File: config.mk
export PLATFORM = sky130hd
export DESIGN_NAME = bcd_countdown_ctrl_flat
export DESIGN_NICKNAME = d
export VERILOG_FILES = /design/src/rtl/bcd_countdown_ctrl_if.sv /design/src/rtl/bcd_countdown_ctrl.sv /design/src/flat_wrapper.sv
export SDC_FILE = /design/constraint.sdc
export NUM_CORES = 1
export LEC_CHECK = 0
export CAP_MARGIN = 20
export CORE_ASPECT_RATIO = 0.9
export CORE_MARGIN = 2
export CORE_UTILIZATION = 57
export DETAILED_ROUTE_END_ITERATION = 12
export PLACE_DENSITY = 0.86
export SETUP_SLACK_MARGIN = 0.5
export SLEW_MARGIN = 30
export SYNTH_ARGS = -nofsm -noshare
export SYNTH_HDL_FRONTEND = slang
export SYNTH_SLANG_ARGS = --single-unit
File: constraint.sdc
create_clock -name clk -period 3.7 [get_ports clk]
set_clock_uncertainty 0.1 [all_clocks]
set_input_delay 0.37 -clock clk [delete_from_list [all_inputs] [get_ports clk]]
set_output_delay 0.37 -clock clk [all_outputs]
set_load 0.02 [all_outputs]
File: src/rtl/bcd_countdown_ctrl_if.sv
// rtl/bcd_countdown_ctrl_if.sv - command and display bus of the mm:ss countdown controller
// master drives commands and load data; slave reports time, state and status pulses.
interface bcd_countdown_ctrl_if;
  logic       start;
  logic       stop;
  logic       clear;
  logic       load;
  logic [7:0] load_min;
  logic [7:0] load_sec;
  logic [7:0] min_bcd;
  logic [7:0] sec_bcd;
  logic [1:0] state;
  logic       tick;
  logic       done;
  logic       err;

  modport master (
    output start, stop, clear, load, load_min, load_sec,
    input  min_bcd, sec_bcd, state, tick, done, err
  );

  modport slave (
    input  start, stop, clear, load, load_min, load_sec,
    output min_bcd, sec_bcd, state, tick, done, err
  );
endinterface

File: src/rtl/bcd_countdown_ctrl.sv
// rtl/bcd_countdown_ctrl.sv - mm:ss BCD countdown controller with 1 Hz prescaler
// Commands are level-sampled each edge with priority clear > load > stop > start.
module bcd_countdown_ctrl #(
  parameter int TICK_DIV = 10
) (
  input  logic                     clk,
  input  logic                     reset,
  bcd_countdown_ctrl_if.slave      bus
);

  localparam logic [1:0]  S_IDLE     = 2'b00;
  localparam logic [1:0]  S_RUN      = 2'b01;
  localparam logic [1:0]  S_PAUSE    = 2'b10;
  localparam logic [1:0]  S_DONE     = 2'b11;
  localparam logic [15:0] PRESC_LAST = 16'(TICK_DIV - 1);

  logic [1:0]  state_q, state_n;
  logic [7:0]  min_q, min_n;
  logic [7:0]  sec_q, sec_n;
  logic [15:0] presc_q, presc_n;
  logic        tick_q, tick_n;
  logic        done_q, done_n;
  logic        err_q, err_n;

  logic        act_zero, act_cap, act_count, act_presc_clr;
  logic [15:0] dec_time;
  logic        wrap, time_zero, dec_zero, load_ok;

  function automatic logic [15:0] bcd_dec(input logic [15:0] t);
    logic [3:0] mt, mo, st, so;
    {mt, mo, st, so} = t;
    // Borrow chain across the four digits; caller guarantees t is nonzero.
    if (so != 4'd0) begin
      so = so - 4'd1;
    end else begin
      so = 4'd9;
      if (st != 4'd0) begin
        st = st - 4'd1;
      end else begin
        st = 4'd5;
        if (mo != 4'd0) begin
          mo = mo - 4'd1;
        end else begin
          mo = 4'd9;
          mt = mt - 4'd1;
        end
      end
    end
    return {mt, mo, st, so};
  endfunction

  function automatic logic bcd_ok(input logic [7:0] b);
    return (b[7:4] <= 4'd5) && (b[3:0] <= 4'd9);
  endfunction

  assign dec_time  = bcd_dec({min_q, sec_q});
  assign wrap      = (presc_q == PRESC_LAST);
  assign time_zero = ({min_q, sec_q} == 16'h0000);
  assign dec_zero  = (dec_time == 16'h0000);
  assign load_ok   = bcd_ok(bus.load_min) && bcd_ok(bus.load_sec);

  always_ff @(posedge clk or posedge reset) begin
    if (reset) begin
      state_q <= S_IDLE;
      min_q   <= 8'h00;
      sec_q   <= 8'h00;
      presc_q <= 16'd0;
      tick_q  <= 1'b0;
      done_q  <= 1'b0;
      err_q   <= 1'b0;
    end else begin
      state_q <= state_n;
      min_q   <= min_n;
      sec_q   <= sec_n;
      presc_q <= presc_n;
      tick_q  <= tick_n;
      done_q  <= done_n;
      err_q   <= err_n;
    end
  end

  always_comb begin
    state_n       = state_q;
    err_n         = 1'b0;
    act_zero      = 1'b0;
    act_cap       = 1'b0;
    act_count     = 1'b0;
    act_presc_clr = 1'b0;
    if (bus.clear) begin
      state_n  = S_IDLE;
      act_zero = 1'b1;
    end else if (bus.load) begin
      if ((state_q == S_IDLE || state_q == S_DONE) && load_ok) begin
        act_cap = 1'b1;
        state_n = S_IDLE;
      end else begin
        err_n = 1'b1;
      end
    end else if (bus.stop) begin
      if (state_q == S_RUN) state_n = S_PAUSE;
    end else if (bus.start && state_q != S_RUN) begin
      case (state_q)
        S_IDLE: begin
          if (time_zero) begin
            err_n = 1'b1;
          end else begin
            state_n       = S_RUN;
            act_presc_clr = 1'b1;
          end
        end
        S_PAUSE: state_n = S_RUN;
        default: err_n = 1'b1;
      endcase
    end else if (state_q == S_RUN) begin
      act_count = 1'b1;
      if (wrap && dec_zero) state_n = S_DONE;
    end
  end

  always_comb begin
    min_n   = min_q;
    sec_n   = sec_q;
    presc_n = presc_q;
    tick_n  = 1'b0;
    if (act_zero) begin
      min_n   = 8'h00;
      sec_n   = 8'h00;
      presc_n = 16'd0;
    end
    if (act_cap) begin
      min_n = bus.load_min;
      sec_n = bus.load_sec;
    end
    if (act_presc_clr) presc_n = 16'd0;
    if (act_count) begin
      if (wrap) begin
        presc_n        = 16'd0;
        {min_n, sec_n} = dec_time;
        tick_n         = 1'b1;
      end else begin
        presc_n = presc_q + 16'd1;
      end
    end
    done_n = (state_n == S_DONE);
  end

  assign bus.min_bcd = min_q;
  assign bus.sec_bcd = sec_q;
  assign bus.state   = state_q;
  assign bus.tick    = tick_q;
  assign bus.done    = done_q;
  assign bus.err     = err_q;

endmodule

File: src/flat_wrapper.sv
// flat-port wrapper written by rule: the top's interface ports become plain ports
module bcd_countdown_ctrl_flat 
#(
  parameter int TICK_DIV = 10
)
  (clk, reset, bus_start, bus_stop, bus_clear, bus_load, bus_load_min, bus_load_sec, bus_min_bcd, bus_sec_bcd, bus_state, bus_tick, bus_done, bus_err);
  bcd_countdown_ctrl_if bus_i ();
  input  logic clk;
  input  logic reset;
  input wire logic [$bits(bus_i.start)-1:0] bus_start;
  input wire logic [$bits(bus_i.stop)-1:0] bus_stop;
  input wire logic [$bits(bus_i.clear)-1:0] bus_clear;
  input wire logic [$bits(bus_i.load)-1:0] bus_load;
  input wire logic [$bits(bus_i.load_min)-1:0] bus_load_min;
  input wire logic [$bits(bus_i.load_sec)-1:0] bus_load_sec;
  output wire logic [$bits(bus_i.min_bcd)-1:0] bus_min_bcd;
  output wire logic [$bits(bus_i.sec_bcd)-1:0] bus_sec_bcd;
  output wire logic [$bits(bus_i.state)-1:0] bus_state;
  output wire logic [$bits(bus_i.tick)-1:0] bus_tick;
  output wire logic [$bits(bus_i.done)-1:0] bus_done;
  output wire logic [$bits(bus_i.err)-1:0] bus_err;
  assign bus_i.start = bus_start;
  assign bus_i.stop = bus_stop;
  assign bus_i.clear = bus_clear;
  assign bus_i.load = bus_load;
  assign bus_i.load_min = bus_load_min;
  assign bus_i.load_sec = bus_load_sec;
  assign bus_min_bcd = bus_i.min_bcd;
  assign bus_sec_bcd = bus_i.sec_bcd;
  assign bus_state = bus_i.state;
  assign bus_tick = bus_i.tick;
  assign bus_done = bus_i.done;
  assign bus_err = bus_i.err;
  bcd_countdown_ctrl #(.TICK_DIV(TICK_DIV)) u_core (.clk(clk), .reset(reset), .bus(bus_i));
endmodule
[Yosys cells after proc, flatten, opt, wreduce, memory -nomap -nowiden]
Cells that the tools add are included.
Storage, ports and cells
  register bits: 37
  bits in latches: 0
  memory bits (writable): 0
  bits in read-only memories: 0
  input bits: 22
  output and inout port bits: 21
  logic and storage cells: 91
  memories: 0
Operators by class
  $add $sub $neg: 5
  multiply operators: 0
  divide/modulo/power cells: 0
  $lt $le $gt $ge: 4
  eq/ne operators: 6
  shifts and indexed selects: 0
  muxes and demuxes: 55
  bitwise logic cells: 0
  reduce and logical (&&, ||, !) cells: 14
Operators with widths (number)
  16-bit 2-to-1 mux: 4
  8-bit 2-to-1 mux: 8
  4-bit 2-to-1 mux: 9
  16-bit logical NOT: 2
  1-bit 2-to-1 mux: 23
  2-bit 2-to-1 mux: 9
  16-bit by 1-bit adder with 16-bit output (second input constant): 1
  16-bit by 4-bit == test with 1-bit output (second input constant): 1
  4-bit by 1-bit subtractor with 4-bit output (second input constant): 4
  4-bit nonzero test: 3
  4-bit by 3-bit <= comparator with 1-bit output (second input constant): 2
  4-bit <= comparator (second input constant): 2
  2-bit == test (second input constant): 3
  1-bit logical AND: 6
  2-bit one-hot mux with 2 select lines: 1
  3-bit nonzero test: 1
  2-bit by 1-bit == test with 1-bit output (second input constant): 1
  2-bit logical NOT: 1
  2-bit by 1-bit != test with 1-bit output (second input constant): 1
  1-bit one-hot mux with 2 select lines: 1
  1-bit logical OR: 1

[Longest topological paths before layout]
Gate-level depths: netlist (run 1).
  depth after elaboration: 13
  depth in mapped cells: 10
  mapped depth without buffers: 8

[Worst setup path after synthesis (run 1)]
OpenSTA, ideal clock, no wires.
  kind: register to register
  start: register u_core.state_q[0] (netlist: u_core.bus.state[0])
  end: register u_core.min_q[0] (netlist: u_core.bus.min_bcd[0])
  library setup time: 126 ps
  arrival time: 2121 ps
  required time: 3474 ps
  path slack: 1353 ps
  stages on the path, launching flop included: 8
  path buffers: 1
  period minus slack after synthesis: 2347 ps
  path through: dfrtp_1 -> inv_1 -> ha_1 -> nor4b_2 -> a41oi_1 -> clkbuf_1 -> and2_1 -> a221o_1
Between the ends
  word-level cells in the longest chain between the ends: 9
  elaborated cells on any way between the ends: 18
  those cells by class: eq/ne: 3; mux: 11; reduce/logical: 4
Ends and longest elaborated chain
  start: declaration: RTL line bcd_countdown_ctrl.sv:17  | logic [1:0] state_q, state_n;
  start signal: assignment: RTL line bcd_countdown_ctrl.sv:72  | state_q <= state_n;
  2-bit == test or 2-bit logical NOT (tied branches): RTL line bcd_countdown_ctrl.sv:93  | if ((state_q == S_IDLE || state_q == S_DONE) && load_ok) begin
  1-bit logical OR: RTL line bcd_countdown_ctrl.sv:93
  1-bit logical AND: RTL line bcd_countdown_ctrl.sv:93
  1-bit 2-to-1 mux: RTL line bcd_countdown_ctrl.sv:93
  1-bit 2-to-1 mux: RTL line bcd_countdown_ctrl.sv:92  | end else if (bus.load) begin
  1-bit 2-to-1 mux: RTL line bcd_countdown_ctrl.sv:89  | if (bus.clear) begin
  8-bit 2-to-1 mux: RTL line bcd_countdown_ctrl.sv:130  | if (act_cap) begin
  8-bit 2-to-1 mux: RTL line bcd_countdown_ctrl.sv:136  | if (wrap) begin
  8-bit 2-to-1 mux *: RTL line bcd_countdown_ctrl.sv:135  | if (act_count) begin
  net u_core.min_n[0]: RTL line bcd_countdown_ctrl.sv:18  | logic [7:0] min_q, min_n;
  end signal: assignment: RTL line bcd_countdown_ctrl.sv:73  | min_q <= min_n;
  end: declaration: RTL line bcd_countdown_ctrl.sv:18
Mark *: on every way through the listed nets, which the timed path passes. The rest lies on a longest branch.
A chain may end at the register's enable or synchronous reset.

[Worst setup path in the final report (run 1)]
  start: register u_core.state_q[0] (netlist: u_core.bus.state[0])
  end: register u_core.min_q[5] (netlist: u_core.bus.min_bcd[5])
Same word-level chain as after synthesis.

==> results.cfg, run 1 <==
[logic_synthesis]
synth_area_per_cell_sq_um = 9.61
netlist_area_sq_mm = 0.00239
synthCells = 249
ys.flop_type = dfrtp_1
syn_nets = 281
ys_seq_area_share_pct = 38.7
synth_top_area_share_pct = 38.7
synthArstFlopShare_pct = 100
synth_edf_count = 0
yosys_warnings = 0
synth_most_common_cell = dfrtp_1
yosysTopAreaCell = dfrtp_1
ys_types = 62
ys_top_cells_by_area = dfrtp_1 (39%), ha_1 (5.2%), nor4b_2 (3.1%)
synth-seq-cells = 37
netlist_top_cells_count = dfrtp_1 (37), nand2_1 (19), nor2_1 (18)

[clock_tree]
clkTransAtPathRegs_ns = 0.07
cts-hold-fix-buffers = 0
cts-resized-gates = 0
clock-root-buffer = clkbuf_8
numCtsBuffers = 5
htree_num_levels = 2
clk_latency_ns = 0.29
post-cts-setup-buffer-count = 0
cts_tree = yes
clkSinkCount = 37
clockBufferDepth = 2

[global_routing]
overflow = 0
grt_max_degree = 22
grt_pass1_wl_mm = 9.43
antenna_found_initial = 0
grtUsageTotal_pct = 25.5
grt_pass1_vias = 2018

[route]
drt_iter0_markers = 227
routed_via_density = 6.48
postRouteAntennaNets = 0
wl_mm = 5.71
vias = 2197
wire_per_inst_um = 16.8
dr.pass1.iters = 4
drcViolationCount = 0

[pwr]
peakVddDrop_v = 0.000169
pwr-share-clk_pct = 35.4
switchingPower_mw = 0.212
seqPwrFrac_pct = 50.7
power_density_mw_per_mm2 = 281
p_int_mw = 0.607
p_sw_share_pct = 25.8
p_leak_nw = 1.24
p_comb_share_pct = 14.0

[timing]
hold_ws_ns = 0.410
rsz0062_at_grt = false
setup_viol = 0
max_freq_ghz = 0.368
relSlewSlack_pct = 49.5
min_period_over_period_pct = 73.4
worst_slew_pin_slew_ns = 0.757
hold_viol = 0
drv_slew = 0
tns_ns = 0
min_period_ns = 2.72

[placed_design]
globalplace.congestion = 0.888
hpwl_mm = 4.09
io_buffers = 42

[status]
status = completed

[final_layout]
n_antenna_cell = 0
layout-drive-gt1-share_pct = 10.7
nFillCells = 312
nNetsFinal = 323
area_delta_synth_final_pct = 21.8

[setup_path]
cp_max_fo = 11
cp-end-kind = flop
endpoint = u_core.bus.min_bcd[5]
reg2reg_to = u_core.bus.min_bcd[5]
reg2reg_depth = 7
reg2reg_slack_ns = 0.98
reg2reg_from = u_core.bus.state[0]
criticalPathCategory = reg -> reg
startpoint = u_core.bus.state[0]
startpoint_type = flop
crit_required_ns = 3.78
cp.arrival_ns = 2.80

[die]
die_w_um = 72.3
die_area_sq_mm = 0.00473
start_util_pct = 59.1
core_sq_mm = 0.00405
num_io_pins = 43
rows = 22
die_y_um = 65.5

[min_path]
min_path_type = in -> async

[run]
cap_violations = 0
-- layer usage --
| metal | vias to the layer above | part of all wire, % | track usage [%] |
|---|---|---|---|
| met3 | 7 | 6.0 | 6.13 |
| met2 | 76 | 44 | 36.2 |
| met1 | 1076 | 49 | 38.1 |
| li1 | 1038 | - | - |
| met5 | - | 0 | 0 |
| met4 | 0 | 0.96 | 8.25 |
-- through the flow --
| stage | power (mW) | cells | area (sq um) | utilization, % | setup WS, ns |
|---|---|---|---|---|---|
| 3_3_place_gp | 0.533 | 332 | 2820 | 69.7 | 0.866 |
| 2_1_floorplan | 0.485 | 249 | 2390 | - | 1.35 |
| 6_report | 0.819 | 339 | 2910 | 72.0 | 0.982 |
| 4_1_cts | 0.818 | 339 | 2910 | 71.8 | 0.853 |
| 5_1_grt | 0.848 | 339 | 2910 | 72.0 | 0.776 |
| 3_5_place_dp | 0.534 | 332 | 2820 | 69.7 | 0.826 |
-- registers in the layout (all words and copies together) (netlist names) --
signal              flops
u_core.bus.done         1
u_core.bus.sec_bcd      8
u_core.bus.err          1
u_core.bus.tick         1
u_core.bus.state        2
u_core.presc_q         16
u_core.bus.min_bcd      8
-- layout by cell type (no fill, tap or decap), types with 2 or more instances in the layout --
master           instances
a32o_1                   2
inv_1                   14
nand2_1                 19
nor3_4                   2
xor2_1                   3
o21ai_0                 14
ha_1                    10
and4_1                   2
nor3_1                   8
a21oi_1                 11
dfrtp_1                 37
a22oi_1                  2
nand4_1                  7
a21o_1                   4
nor4b_2                  5
a22o_1                   4
a221o_1                  7
buf_4                    2
and2_1                   4
a221oi_1                 3
nand2b_1                 3
clkdlybuf4s50_1         42
o21ai_1                  2
a211oi_1                 2
xnor2_1                  2
clkbuf_8                 6
o211ai_1                 3
nor2_1                  18
nor4_1                   3
mux2i_1                  2
a31oi_1                 10
nand3_1                  8
-- cells by family after synthesis --
| family | after synthesis | share of synthesized area [%] |
|---|---|---|
| AND/OR/NAND/NOR | 95 | 24.9 |
| AO/OA/AOI/OAI | 76 | 23.3 |
| flip-flops | 37 | 38.7 |
| buffers and inverters | 24 | 5.18 |
| adder cells (fa/ha/maj) | 10 | 5.23 |
| XOR/XNOR | 5 | 1.83 |
| multiplexers | 2 | 0.837 |
-- critical path, cell delays in order (launching register included) --
cell     delay, ns
dfrtp_1       0.48
inv_1         0.10
ha_1          0.32
nor4b_2       0.36
a41oi_2       0.39
o21ai_2       0.30
o21ai_0       0.22
a221o_1       0.32
-- cell type report --
cell class / instances / area, sq um / share of cell area [%]
Clock buffer: 7 / 86.3 / 2.96
Timing Repair Buffer: 44 / 435 / 14.9
Inverter: 15 / 56.3 / 1.93
Sequential cell: 37 / 926 / 31.8
Tap cell: 48 / 60.1 / 2.06
Multi-Input combinational cell: 188 / 1350 / 46.3
-- power groups by stage --
stage / clock, mW / combinational [mW] / sequential, mW
global placement: 0 / 0.110 / 0.423
CTS: 0.291 / 0.112 / 0.415
global route: 0.308 / 0.124 / 0.416
finish: 0.290 / 0.114 / 0.415
floorplan: 0 / 0.0585 / 0.427
detailed placement: 0 / 0.111 / 0.423
-- how the worst min path moves through the flow --
| stage | to | slack, ns | from | cells after the start |
|---|---|---|---|---|
| global placement | u_core.presc_q[12] | 0.43 | u_core.presc_q[12] | 1 |
| detailed placement | u_core.presc_q[12] | 0.43 | u_core.presc_q[12] | 1 |
| CTS | u_core.bus.sec_bcd[5] | 0.43 | reset | 2 |
| global route | u_core.bus.sec_bcd[3] | 0.48 | reset | 2 |
| finish | u_core.bus.sec_bcd[5] | 0.41 | reset | 2 |
| floorplan | u_core.presc_q[12] | 0.39 | u_core.presc_q[12] | 1 |
Note: power is estimated with default switching activity, not from simulation.
==> run 2: changes to the inputs <==
- CORE_UTILIZATION: 57 -> 53
- PLACE_DENSITY: 0.86 -> 0.8
- clock period: 3.7 -> 2.75 ns (I/O delays scaled with it)
==> run 2 against run 1 <==
Cell area up 6.9%; flip-flop and latch count unchanged; fmax up 24%; combinational power up 52%; power up 40%; via count up 0.50%; first-iteration DRC count down 44%.
==> results.cfg, run 2 (synthesis gave the netlist of run 1 again) <==
[status]
status = completed

[route]
wire_per_inst_um = 16.7
drcViolationCount = 0
routed_via_density = 6.05
dr.pass1.iters = 4
drt_iter0_markers = 127
wl_mm = 6.10
postRouteAntennaNets = 0
vias = 2208

[clock_tree]
htree_num_levels = 2
clk_latency_ns = 0.30
clock-root-buffer = clkbuf_8
cts-hold-fix-buffers = 0
clkTransAtPathRegs_ns = 0.08
cts_tree = yes
clockBufferDepth = 2
clkSinkCount = 37
numCtsBuffers = 5

[setup_path]
cp-end-kind = flop
crit_required_ns = 2.81
slowest_delay_ns = 0.53
cp.arrival_ns = 2.26
reg2reg_slack_ns = 0.55
startpoint_type = flop
cp_slowest_cell = or3b_2
reg2reg_to = u_core.presc_q[15]
cp_max_fo = 12
cp_cell_sequence = ha_1 > or3b_2 > nor2_1 > a211o_2 > o221ai_1
reg2reg_depth = 5
reg2reg_from = u_core.bus.state[0]
criticalPathCategory = reg -> reg

[global_routing]
grtUsageTotal_pct = 25.2
antenna_found_initial = 0
overflow = 0
grt_pass1_wl_mm = 9.59
grt_max_degree = 38
grt_pass1_vias = 1999

[timing]
fin_ws_ns = 0.554
min_period_ns = 2.20
relSlewSlack_pct = 50.5
min_period_over_period_pct = 79.8
worst_slew_pin_slew_ns = 0.723
hold_viol = 0
rsz0062_at_grt = false
max_freq_ghz = 0.455
tns_ns = 0
setup_viol = 0
drv_slew = 0

[final_layout]
area_delta_synth_final_pct = 30.2
nNetsFinal = 334
largest_register_ffs = 16
layout_commonest_cell = clkdlybuf4s50_1
regMostFlops = u_core.presc_q
final_cell_mix = clkdlybuf4s50_1 (42), dfrtp_1 (35), nand2_1 (19), nor2_1 (18), inv_1 (13)
n_antenna_cell = 0
layout-drive-gt1-share_pct = 18.2

[placed_design]
io_buffers = 42
hpwl_mm = 4.22
globalplace.congestion = 0.922
dp_worst_setup_slack_ns = 0.252

[die]
die_area_sq_mm = 0.00507
rows = 23
start_util_pct = 54.3
num_io_pins = 43
core_sq_mm = 0.00440
die_w_um = 74.8
die_y_um = 67.7

[pwr]
power_density_mw_per_mm2 = 368
peakVddDrop_v = 0.000213
p_leak_nw = 1.31

[run]
cap_violations = 0

[min_path]
min_path_type = in -> async
[run 2: metal layers]
layer	wire length [um]	GRT usage, %	up-vias
met5	0	0	-
met4	114	9.60	0
met3	370	7.16	13
met2	2870	37.1	75
met1	2750	35.0	1064
li1	-	-	1056
[run 2: timing repair]
item | 4_1_cts | 5_1_grt
setup buffers | 0 | 5
pin swaps | 0 | 3
setup endpoints to repair | 17 | 21
gates resized for setup | 5 | 15
[run 2: metrics by stage]
stage                     utilization, %  hold slack (ns)  power, mW  cell area (sq um)  instances
after global placement              65.5            0.429      0.723               2890        352
after CTS                           68.3            0.305       1.13               3010        360
after detailed placement            65.5            0.432      0.724               2890        352
after floorplan                        -            0.314      0.653               2390        249
after global routing                70.7            0.346       1.18               3110        365
final                               70.7            0.271       1.14               3110        365
[run 2: where the power goes]
group | total (mW) | internal (mW) | leakage [nW] | switching (mW)
registers | 0.560 | 0.550 | 0.511 | 0.0100
clock network | 0.412 | 0.203 | 0.0512 | 0.209
logic | 0.173 | 0.0825 | 0.753 | 0.0904
total | 1.14 | 0.835 | 1.31 | 0.309
[run 2: final cells by class]
type                            count  area [sq um]
Inverter                           15          58.8
Sequential cell                    37           928
Fill cell                         334          1290
Timing Repair Buffer               55           538
Clock inverter                      2          13.8
Tap cell                           62          77.6
Multi-Input combinational cell    188          1420
Clock buffer                        6          82.6
[run 2: worst max-delay path by stage]
| stage | from | end | slack (ns) | depth (start not counted) |
|---|---|---|---|---|
| finish | u_core.bus.state[0] | u_core.presc_q[15] | 0.55 | 5 |
| global route | u_core.bus.state[1] | u_core.bus.done | 0.49 | 7 |
| CTS | u_core.bus.state[1] | u_core.bus.min_bcd[5] | 0.50 | 6 |
| detailed placement | bus_load | u_core.bus.min_bcd[5] | 0.25 | 5 |
| global placement | bus_load | u_core.bus.min_bcd[5] | 0.29 | 5 |
| floorplan | u_core.bus.state[0] | u_core.bus.min_bcd[0] | 0.51 | 7 |
[run 2: worst max-delay path, delay by kind of cell (launching register included)]
family | cells | cell delay (ns)
AO/OA/AOI/OAI | 2 | 0.49
adder cells (fa/ha/maj) | 1 | 0.26
flip-flops | 1 | 0.48
AND/OR/NAND/NOR | 2 | 0.74
